===== src/rtl/ahb_arb_pkg.sv =====
// Shared types and constants for the AHB-lite block arbiter.
package ahb_arb_pkg;

  typedef enum logic {
    IDLE = 1'b0,
    XFER = 1'b1
  } arb_state_t;

  localparam int PRIO_RR    = 0;
  localparam int PRIO_FIXED = 1;

endpackage


===== src/rtl/arb_pick.sv =====
// Combinational winner select: rotate requests to start after the last winner
// (or at index 0 in fixed mode), then priority-encode the lowest rotated slot.
module arb_pick
  import ahb_arb_pkg::*;
#(
  parameter int NUM_MASTERS = 2,
  parameter int IDX_W       = 1
) (
  input  logic [NUM_MASTERS-1:0] req,
  input  logic [IDX_W-1:0]       last,
  input  logic                   mode,
  output logic [IDX_W-1:0]       winner,
  output logic                   any
);

  logic [IDX_W-1:0]       start;
  logic [NUM_MASTERS-1:0] rot;
  logic [IDX_W-1:0]       rot_idx [NUM_MASTERS];

  always_comb begin
    start = '0;
    if (!mode && (last != IDX_W'(NUM_MASTERS - 1))) begin
      start = last + IDX_W'(1);
    end
  end

  // rot[k] is the request of master (start + k) mod NUM_MASTERS
  genvar gi;
  generate
    for (gi = 0; gi < NUM_MASTERS; gi++) begin : g_rot
      logic [IDX_W:0] sum;
      assign sum = {1'b0, start} + (IDX_W + 1)'(gi);
      assign rot_idx[gi] = (sum >= (IDX_W + 1)'(NUM_MASTERS)) ?
                           IDX_W'(sum - (IDX_W + 1)'(NUM_MASTERS)) : sum[IDX_W-1:0];
      assign rot[gi] = req[rot_idx[gi]];
    end
  endgenerate

  always_comb begin
    winner = '0;
    any    = |rot;
    for (int k = NUM_MASTERS - 1; k >= 0; k--) begin
      if (rot[k]) winner = rot_idx[k];
    end
  end

endmodule


===== src/rtl/ahb_block_arbiter.sv =====
// N-master AHB-lite arbiter: grants one master for a full block burst or a
// single word, generating block-aligned beat addresses from a registered beat counter.
module ahb_block_arbiter
  import ahb_arb_pkg::*;
#(
  parameter int NUM_MASTERS = 2,
  parameter int BLOCK_WORDS = 4,
  parameter int ADDR_W      = 32,
  parameter int PRIO_MODE   = 0
) (
  input  logic                            HCLK,
  input  logic                            HRESETn,
  input  logic [NUM_MASTERS-1:0]          MRequest,
  input  logic [NUM_MASTERS-1:0]          MSingle,
  input  logic [NUM_MASTERS-1:0]          MWrite,
  input  logic [NUM_MASTERS*ADDR_W-1:0]   MAddr,
  output logic [NUM_MASTERS-1:0]          MReady,
  output logic [$clog2(BLOCK_WORDS)-1:0]  BeatIdx,
  input  logic                            HReady,
  output logic [ADDR_W-1:0]               HAddr,
  output logic                            HWrite,
  output logic                            HRequest,
  output logic [$clog2(NUM_MASTERS)-1:0]  HMaster,
  output logic                            Busy
);

  localparam int BEAT_W = $clog2(BLOCK_WORDS);
  localparam int IDX_W  = $clog2(NUM_MASTERS);
  localparam logic [BEAT_W-1:0] BEAT_LAST = BEAT_W'(BLOCK_WORDS - 1);
  localparam logic [IDX_W-1:0]  IDX_LAST  = IDX_W'(NUM_MASTERS - 1);

  arb_state_t       state_reg;
  logic [BEAT_W-1:0] beat_reg;
  logic             len1_reg;
  logic [IDX_W-1:0] last_reg;
  logic [IDX_W-1:0] hmaster_reg;

  logic [IDX_W-1:0]  winner;
  logic              any;
  logic [ADDR_W-1:0] maddr_arr [NUM_MASTERS];
  logic [ADDR_W-1:0] sel_addr;
  logic              xfer;
  logic              last_beat;

  assign xfer      = (state_reg == XFER);
  assign last_beat = len1_reg | (beat_reg == BEAT_LAST);

  genvar gi;
  generate
    for (gi = 0; gi < NUM_MASTERS; gi++) begin : g_master
      assign maddr_arr[gi] = MAddr[gi*ADDR_W +: ADDR_W];
      assign MReady[gi]    = xfer & HReady & (hmaster_reg == IDX_W'(gi));
    end
  endgenerate

  arb_pick #(
    .NUM_MASTERS(NUM_MASTERS),
    .IDX_W      (IDX_W)
  ) u_pick (
    .req   (MRequest),
    .last  (last_reg),
    .mode  (PRIO_MODE == PRIO_FIXED),
    .winner(winner),
    .any   (any)
  );

  assign sel_addr = maddr_arr[hmaster_reg];

  // Bursts replace the word offset with the beat so every block starts at word 0
  always_comb begin
    HAddr = '0;
    if (xfer) begin
      if (len1_reg) HAddr = sel_addr;
      else          HAddr = {sel_addr[ADDR_W-1:BEAT_W+2], beat_reg, 2'b00};
    end
  end

  assign HWrite   = xfer & MWrite[hmaster_reg];
  assign HRequest = xfer;
  assign Busy     = xfer;
  assign BeatIdx  = beat_reg;
  assign HMaster  = hmaster_reg;

  always_ff @(posedge HCLK or negedge HRESETn) begin
    if (!HRESETn) begin
      state_reg   <= IDLE;
      beat_reg    <= '0;
      len1_reg    <= 1'b0;
      last_reg    <= IDX_LAST;
      hmaster_reg <= '0;
    end else begin
      case (state_reg)
        IDLE: begin
          if (any) begin
            hmaster_reg <= winner;
            last_reg    <= winner;
            len1_reg    <= MSingle[winner];
            beat_reg    <= '0;
            state_reg   <= XFER;
          end
        end
        XFER: begin
          // Requests are not sampled here; the grant holds until the last beat
          if (HReady) begin
            if (last_beat) begin
              beat_reg  <= '0;
              state_reg <= IDLE;
            end else begin
              beat_reg <= beat_reg + BEAT_W'(1);
            end
          end
        end
        default: state_reg <= IDLE;
      endcase
    end
  end

endmodule


===== config.mk =====
export PLATFORM = sky130hd
export DESIGN_NAME = ahb_block_arbiter
export DESIGN_NICKNAME = d
export VERILOG_FILES = /design/src/rtl/ahb_arb_pkg.sv /design/src/rtl/arb_pick.sv /design/src/rtl/ahb_block_arbiter.sv
export SDC_FILE = /design/constraint.sdc
export NUM_CORES = 1
export LEC_CHECK = 0
export CAP_MARGIN = 20
export CORE_ASPECT_RATIO = 0.6
export CORE_MARGIN = 2
export CORE_UTILIZATION = 29
export CTS_CLUSTER_SIZE = 14
export DETAILED_ROUTE_END_ITERATION = 6
export GPL_TIMING_DRIVEN = 0
export PLACE_DENSITY_LB_ADDON = 0.25
export SLEW_MARGIN = 20
export SYNTH_ARGS = -nofsm -noshare
export SYNTH_HDL_FRONTEND = slang
export SYNTH_HIERARCHICAL = 1
export SYNTH_SLANG_ARGS = --single-unit

===== constraint.sdc =====
create_clock -name HCLK -period 3.89 [get_ports HCLK]
set_input_delay 0.778 -clock HCLK [delete_from_list [all_inputs] [get_ports HCLK]]
set_output_delay 0.778 -clock HCLK [all_outputs]
set_load 0.1 [all_outputs]

==> metrics.md <==
| Metric | Value |
|---|---|
| Worst endpoint required time | `a little over 3 ns` |
| Final setup viols | `0` |
| Slew Limit Fails | `0` |
| Yosys Warn Count | `6` |
| Setup ws final | `0.483 ns` |
| Yosys top cell by area | `mux2i_1` |
| CTS tree | `yes` |
| Worst Setup Path Type | `primary input to output pin` |
| CP Max Fanout | `5` |
| Adder-Cell Fraction of Synth Area | `1.32%` |
| Distinct cell type count after synthesis | `25` |
| Period utilization | `roughly 88%` |
| Die height | `between 40 and 50 um` |
| #FFs+latches synth | `6` |
| Synth Area in Compound Gates | `between 5 and 6%` |
| Die Span X | `between 70 and 80 um` |
| Vias in the first global route | `around 1100` |
| Place WS | `0.486 ns` |
| Total clock sinks | `6` |
| RSZ-0062 raised after global routing | `no` |
| Via-to-Cell Ratio | `4.47` |
| Startpoint Class | `primary input` |
| Cts bufs inserted | `3` |
| Fraction of synthesized cell area in xor and xnor cells | `0%` |
| Simple-gate portion of the synthesized area | `25.4%` |
| Routability Congestion | `a little under 0.8` |
| Slew HR | `34.0%` |
| CP max-delay cell | `clkdlybuf4s50_1` |
| Syn avg cell area | `about 9 um2` |
| Largest family of logic cells by synthesized area | `multiplexers` |
| CTS clock-pin slew for the worst setup and hold paths | `0.04 ns` |
| Least-Margin Pin Slew | `0.986 ns` |
| Synthesis-to-layout area growth | `129%` |
| WL/cell | `about 13 um` |
| Worst EP arrival | `2.63 ns` |
| Post-detailed-route DRC marker count | `0` |
| Max reg flops | `2` |
| Buffers on Ports | `112` |
| Hold Buf Count CTS | `0` |
| Routed Wire Length | `3450 um` |
| Critical Path Start | `HReady` |
| First-pass iteration count of the detailed router | `4` |
| Diodes inserted | `0` |
| Largest net degree at the start of global routing | `11` |
| Initial antenna violation count | `0` |
| Final hold violation count | `0` |
| Post-layout net count | `294` |
| # Post-CTS Setup Buffers | `0` |
| Crit Reg-Reg Startpoint | `last_reg` |
| GRT Util Overall | `17.2%` |
| Core area | `2980 um2` |
| Worst path bufs/invs | `2` |
| Max cap viols | `0` |
| Crit-path most repeated cell | `clkdlybuf4s50_1` |
| Critical-path cell list | `clkdlybuf4s50_1 -> and3_1 -> clkdlybuf4s50_1` |
| Mapped cell area | `945 um2` |
| Top cells by area, synth | `mux2i_1 36%, nor2b_1 19%, dfrtp_1 13%` |
| Worst setup EP type | `output pin` |
| Post-DP HPWL | `2920 um` |
| Outcome | `finished clean` |
| Critical Path Max Stage Delay | `1.13 ns` |
| Share of layout cells above drive strength 1 | `between 8 and 9%` |
| Layout Skew | `0.000913 ns` |
| Post-synthesis sequential area ratio | `about 16%` |
| H-tree levels | `1` |
| Synthesized Nets | `177` |
| # IOs | `between 100 and 150` |
| Share of the synthesized area in the top cell type | `36.0%` |
| First-pass GRT wire length | `5060 um` |
| Setup TNS | `0 ns` |
| Post-Synthesis Cells | `103` |
| Worst hold path type | `register to register` |
| Vias | `roughly 1200` |
| Gr ovfl total | `0` |
| Hold Startpoint | `BeatIdx[0]` |
| Row Count | `15` |
| Initial Util | `between 30% and 40%` |
| Die area | `3740 um2` |
| Post-synthesis mux area share | `42.0%` |
| First DRT Iteration DRCs | `11` |
| Max Fclk | `0.294 GHz` |
| Minimum clock period | `3.41 ns` |
| CTS Root Cell | `clkbuf_8` |
| Clock Path Buffers | `2` |
| Number of gates resized after CTS | `0` |
| Final ANT Viol Nets | `0` |
| Final core occ | `72.5%` |
| Worst-skew pair later-pin latency | `0.23 ns` |
| Top delay family on crit path | `buffers and inverters` |
==> kinds of logic after synthesis <==
family | Yosys count
buf+inv | 9
mux | 39
flops | 6
simple gates | 39
compound gates | 8
fa+ha+maj | 1
other cells | 1
==> layout by cell type (no fill, tap or decap), drive strengths merged <==
cell type | synthesis | final
and3 | 1 | 1
buf | 6 | 6
conb | 1 | 1
and2 | 1 | 1
clkbuf | 3 | 7
nand2 | 2 | 2
or2 | 1 | 1
clkdlybuf4s50 | 0 | 112
mux2i | 34 | 34
nor2 | 3 | 3
mux2 | 5 | 5
a21o | 1 | 1
a21oi | 2 | 2
ha | 1 | 1
a22o | 1 | 1
o21ai | 4 | 4
dfrtp | 5 | 5
and2b | 1 | 1
and4bb | 1 | 1
dfstp | 1 | 1
nor2b | 29 | 29
==> cell type report <==
| type | instances | area [um2] |
|---|---|---|
| well taps | 42 | 52.6 |
| plain buffers | 9 | 92.6 |
| clock buffers | 4 | 45.0 |
| flip-flops and latches | 6 | 151 |
| multi-input cells | 88 | 701 |
| fillers | 211 | 821 |
| repair buffers | 112 | 1120 |
==> stage by stage <==
stage	hold WS (ns)	cell area, um2	instances
2_1_floorplan	0.482	945	103
3_3_place_gp	0.553	2120	257
3_5_place_dp	0.584	2120	257
4_1_cts	0.602	2160	261
5_1_grt	0.625	2160	261
6_report	0.598	2160	261
==> final timing paths <==
kind,to,slack [ns],depth (start not counted)
setup / recovery,MReady[1],0.48,3
min in group asynchronous,BeatIdx[0],0.80,1
hold / removal,BeatIdx[0],0.60,1
hold reg to reg,BeatIdx[0],0.60,1
max in group asynchronous,last_reg,2.81,1
setup reg to reg,len1_reg,2.46,4
==> cells in the mapped netlist (all sizes together) <==
cell	instances
mux2i	34
o21ai	4
a21oi	2
nor2b	29
ha	1
a21o	1
dfrtp	5
and4bb	1
mux2	5
and2b	1
a22o	1
conb	1
buf	6
nor2	3
clkbuf	3
and3	1
nand2	2
dfstp	1
or2	1
and2	1
==> metal layers <==
| metal | wire (um) | up-vias | GRT usage [%] |
|---|---|---|---|
| li1 | - | 587 | - |
| met1 | 1350 | 516 | 19.9 |
| met2 | 1730 | 62 | 32.6 |
| met3 | 351 | 2 | 5.93 |
| met4 | 12 | 0 | 3.21 |
| met5 | 0 | - | 0 |
Power is left out: the tool's default activity adds up to more than one toggle a clock period on the data nets, which glitch-free logic cannot reach.
